File: config.mk
export PLATFORM = sky130hd
export DESIGN_NAME = rr_mux_arbiter
export DESIGN_NICKNAME = d
export VERILOG_FILES = /design/src/rtl/rr_mux_arbiter.sv
export SDC_FILE = /design/constraint.sdc
export NUM_CORES = 1
export LEC_CHECK = 0
export ABC_AREA = 1
export ABC_CLOCK_PERIOD_IN_PS = 4700
export BUFFER_PORTS_ARGS = -buffer_cell sky130_fd_sc_hd__clkbuf_2
export CAP_MARGIN = 25
export CORE_UTILIZATION = 50
export CTS_BUF_LIST = sky130_fd_sc_hd__clkbuf_8
export DETAILED_ROUTE_END_ITERATION = 16
export GPL_TIMING_DRIVEN = 0
export PLACE_DENSITY = 0.83
export SLEW_MARGIN = 10
export SYNTH_ARGS = -nofsm -noshare
export SYNTH_HDL_FRONTEND = slang
export SYNTH_SLANG_ARGS = --single-unit
File: constraint.sdc
create_clock -name clk -period 4.7 [get_ports clk]
set_input_delay 0.235 -clock clk [delete_from_list [all_inputs] [get_ports clk]]
set_output_delay 0.235 -clock clk [all_outputs]
set_load 0.05 [all_outputs]
File: src/rtl/rr_mux_arbiter.sv
// rr_mux_arbiter: four-requester round-robin arbiter in front of a 4:1 word
// mux, feeding a single registered output stage with a valid/ready handshake.
//
// The round-robin pointer marks the highest-priority requester. After a grant
// it moves to the slot after the winner, so every active requester is served
// in turn. The output register is reloaded whenever it is empty or is being
// drained in the same cycle. This allows one word per cycle with no bubbles.
//
// Optional feature: define ARB_STATS_EN to add the grant_cnt port. It carries
// four 8-bit saturating grant counters, one byte per requester.

module rr_mux_arbiter #(
  parameter int w = 4
) (
  input  logic         clk,
  input  logic         rst_n,
  input  logic [3:0]   req_valid,
  output logic [3:0]   req_ready,
  input  logic [w-1:0] d0,
  input  logic [w-1:0] d1,
  input  logic [w-1:0] d2,
  input  logic [w-1:0] d3,
  output logic         out_valid,
  input  logic         out_ready,
  output logic [w-1:0] out_data,
  output logic [1:0]   out_src
`ifdef ARB_STATS_EN
  ,
  output logic [31:0]  grant_cnt
`endif
);

  typedef enum logic {
    EMPTY = 1'b0,
    FULL  = 1'b1
  } state_t;

  state_t         state_q;
  logic [1:0]     ptr_q;
  logic [w-1:0]   data_q;
  logic [1:0]     src_q;

  logic           load;
  logic           any_req;
  logic [1:0]     winner;
  logic           grant;
  logic [w-1:0]   mux_data;

  // The output register can take a new word when it is empty or is being drained.
  assign load = (state_q == EMPTY) || out_ready;

  // Rotating priority search: the first requester at or after ptr wins.
  // NOTE: every combinational output gets a default first so no latch is inferred.
  always_comb begin
    any_req = 1'b0;
    winner  = ptr_q;
    // The loop scans from the farthest offset down to 0. Each hit overwrites
    // the previous one, so the closest requester to ptr is the one that stays.
    for (int k = 3; k >= 0; k--) begin
      if (req_valid[ptr_q + 2'(k)]) begin
        winner  = ptr_q + 2'(k);
        any_req = 1'b1;
      end
    end
  end

  // No handshake completes while reset is held, even if requests are pending.
  assign grant = load && any_req && rst_n;

  // Word mux steered by the winning index.
  always_comb begin
    mux_data = d0;
    case (winner)
      2'd0: mux_data = d0;
      2'd1: mux_data = d1;
      2'd2: mux_data = d2;
      2'd3: mux_data = d3;
      default: mux_data = d0;
    endcase
  end

  // One-hot ready to the winner, only when the grant really completes.
  assign req_ready = grant ? (4'b0001 << winner) : 4'b0000;

  // Output FSM together with its payload registers and the round-robin pointer.
  // NOTE: sequential state uses non-blocking assignments, so every register
  // samples the pre-edge values of the others.
  always_ff @(posedge clk or negedge rst_n) begin
    if (!rst_n) begin
      state_q <= EMPTY;
      ptr_q   <= 2'd0;
      data_q  <= '0;
      src_q   <= 2'd0;
    end else if (load) begin
      if (grant) begin
        data_q  <= mux_data;
        src_q   <= winner;
        ptr_q   <= winner + 2'd1;
        state_q <= FULL;
      end else begin
        state_q <= EMPTY;
      end
    end
  end

  assign out_valid = (state_q == FULL);
  assign out_data  = data_q;
  assign out_src   = src_q;

`ifdef ARB_STATS_EN
  logic [7:0] cnt_q [4];

  // Per-requester grant counters that stop at 255 instead of wrapping.
  // NOTE: the counters are reset because the count must start from a known value.
  always_ff @(posedge clk or negedge rst_n) begin
    if (!rst_n) begin
      for (int i = 0; i < 4; i++) cnt_q[i] <= 8'd0;
    end else begin
      for (int i = 0; i < 4; i++) begin
        if (req_ready[i] && (cnt_q[i] != 8'hFF)) cnt_q[i] <= cnt_q[i] + 8'd1;
      end
    end
  end

  assign grant_cnt = {cnt_q[3], cnt_q[2], cnt_q[1], cnt_q[0]};
`endif

endmodule
==> implementation parameters <==
Parameter                              Value

Outcome
  Run status ... finished, final reports clean

Synthesis
  Number of enable-type register cells in the synthesized netlist ... 0
  Area fraction of the dominant cell type after synthesis ... between 20% and 30%
  Post-synthesis cell type count ... 16
  Yosys Warn Count ... 0
  Share of synthesized registers carrying an async set or reset ... 100%
  Cells taking the most area after synthesis ... sky130_fd_sc_hd__dfrtp_1, sky130_fd_sc_hd__nand2_1, sky130_fd_sc_hd__ha_1
  Count leader, synth ... sky130_fd_sc_hd__nand2_1
  Number of synthesized register bits ... 9
  Cell type with the highest aggregate area in the netlist ... sky130_fd_sc_hd__dfrtp_1
  Seq/Total Area, Yosys ... ~28%
  Average instance area after synthesis ... 6.43 um2
  Most instantiated cells after synthesis ... sky130_fd_sc_hd__nand2_1, sky130_fd_sc_hd__inv_1, sky130_fd_sc_hd__nor2_1
  Prevailing post-synth register cell ... sky130_fd_sc_hd__dfrtp_1
  Syn_nets ... around 150
  Cells after Synth ... approximately 120
  Total standard cell area after synthesis ... 797 um2

CTS
  H-Tree Level Count ... 1
  Clock slew at the register clock pins of the worst setup and hold paths ... roughly 0.040 ns
  CTS Root Cell ... sky130_fd_sc_hd__clkbuf_8
  TritonCTS clock tree ... done
  Post-CTS repair timing setup buffer count ... 0
  Cts bufs inserted ... 3
  Count of hold buffers inserted by post-cts repair ... 1
  Number of sinks on the clock net ... 9
  Max Buffers Root-to-Sink ... 2
  Clock latency at the later pin of the worst-skew pair ... about 0.23 ns
  # resized after CTS ... 0

Detailed routing
  Average wire length per cell after detail routing ... between 10 and 15 um
  Drt via density ... 4.89
  Number of nets with antenna violations after routing ... 0
  Drt pass-1 iters ... 4
  Iteration-0 DRC Markers ... 32
  Final routed DRC violation total ... 0
  Via count ... 871
  Routed Wire Length ... roughly 1.8 mm

Setup path
  Slowest-stage cell, CP ... sky130_fd_sc_hd__dfrtp_1
  WS Path Type ... flop to output port
  Req. time, crit path ... around 4.5 ns
  Worst Path Max Fanout ... 9
  Startpoint types ... flop
  Kind of capture point of the worst setup path ... output port
  Most frequent cell on the critical path ... sky130_fd_sc_hd__nand2_1
  Worst stage delay on the critical path ... 0.37 ns
  Worst-path cell chain ... buf_6, inv_6, nand2_1, nand2_1, nand2_1, nand2_1, nand2_1, nand2_1, nand2_1, nand2_1, nand2_1, inv_1, ha_1, inv_1, nor2_1, clkbuf_2
  Crit path arrival time ... 2.31 ns

GRT
  Number of antenna violations at the first check in global routing ... 0
  Maximum number of pins on one net before global-route repair ... 11
  Global-route usage over all layers ... between 20% and 30%
  Global-route wire length before repair ... 3.00 mm
  Number of global-route vias before repair ... 795
  GRT Residual Overflow ... 0

Timing
  Shortest period the worst path allows ... between 2 and 3 ns
  Max-slew violation count ... 0
  Setup violations, final ... 0
  FMAX ... roughly 390 MHz
  Slew HR ... approximately 80%
  Final critical-path share of the clock period ... about 54%
  Worst-Margin Slew ... about 0.29 ns
  Fin. Hold Viols ... 0
  Sum of negative setup slack ... 0 ns
  Clock tree skew after final layout ... between 0.0008 and 0.0009 ns
  RSZ-0062 raised after global routing ... false

Place
  Detailed-placement wirelength estimate ... between 1 and 1.5 mm
  Port buffer count ... 33
  RePlAce Congestion ... between 0.8 and 0.9

Layout
  Filler Cells Inserted ... 130
  Fraction of final layout cells with drive strength greater than 1 ... roughly 32%
  Area added between synthesis and finish ... 30.1%
  Final-stage net count ... approximately 190
  ANT cells ... 0

Floorplan
  Area of the placeable core ... about 1500 um2
  Die footprint ... approximately 1800 um2
  Die W ... between 40 and 50 um
  I/O pins ... 34
  Site row count ... 14
  Initial core utilization ... 53.5%
  Die boundary height ... roughly 42 um

Flow run
  Maxcap violations ... 0

Min path
  Min-Delay Path Class ... input port to flop
[metal layers]
layer	vias up	global-route usage, %	share of wire, %
li1	455	-	-
met1	391	25.8	49
met2	23	38.4	46
met3	2	4.78	4.0
met4	0	7.74	0.66
met5	-	0	0
[sequential cells by signal, summed over array words and instances (netlist names)]
register	count
out_valid	1
ptr_q	2
out_src	2
out_data	4
[stage by stage]
step           instance area [um2]  hold slack (ns)  std cells  worst slack (ns)  utilization [%]
2_1_floorplan                  797          -0.0606        124              2.35                -
3_3_place_gp                   982            0.116        173              2.49             66.0
3_5_place_dp                   982            0.117        173              2.42             66.0
4_1_cts                       1040            0.311        178              2.16             69.7
5_1_grt                       1040            0.346        178              2.00             69.7
6_report                      1040            0.307        178              2.16             69.7
[layout make-up]
cell class                 count  area, um2  area share (%)
buffer                         2       22.5            2.17
clock buffer                   3       41.3            3.98
clock inverter                 1       3.75           0.362
inverter                      19       76.3            7.36
multi-input combinational     94        473            45.6
sequential                     9        225            21.7
tap                           16       20.0            1.93
timing repair buffer          34        175            16.9
[logic make-up (layout without fill, tap and decap cells)]
logic type	count (synthesis)	after routing	share of synthesized area, %
AO/OA/AOI/OAI	14	14	11.6
adder cells (fa/ha/maj)	5	5	7.85
buffers and inverters	21	59	12.4
flip-flops	9	9	28.3
AND/OR/NAND/NOR	75	75	39.9
[path summary, 6_finish.rpt]
kind                       cells past startpoint         from      endpoint  slack [ns]
max                                           16     ptr_q[0]  req_ready[2]        2.16
min in group asynchronous                      2        rst_n     out_valid        0.41
max reg2reg                                   16     ptr_q[0]   out_data[2]        2.41
min                                            4    out_ready     out_valid        0.31
max in group asynchronous                      2        rst_n    out_src[1]        4.08
min reg2reg                                    2  out_data[0]   out_data[0]        0.48
[layout by cell type, fill, tap and decap left out, types with 3 or more instances in the layout]
cell,synthesis,routed
sky130_fd_sc_hd__a21oi_1,5,5
sky130_fd_sc_hd__a31o_2,4,4
sky130_fd_sc_hd__clkbuf_2,0,33
sky130_fd_sc_hd__clkbuf_8,0,3
sky130_fd_sc_hd__dfrtp_1,9,9
sky130_fd_sc_hd__ha_1,5,5
sky130_fd_sc_hd__inv_1,16,17
sky130_fd_sc_hd__nand2_1,53,53
sky130_fd_sc_hd__nand2_2,3,3
sky130_fd_sc_hd__nand3_1,7,7
sky130_fd_sc_hd__nor2_1,10,10
sky130_fd_sc_hd__o21ai_0,3,3
[worst max-delay path: cells and delay by family (launching register included)]
kind / cells / cell delay [ns]
adder cells (fa/ha/maj): 1 / 0.25
AND/OR/NAND/NOR: 10 / 0.78
flip-flops: 1 / 0.37
buffers and inverters: 5 / 0.67
Power is not shown: default switching activity piles up to over one toggle a cycle in this logic, so the estimate is an artifact.
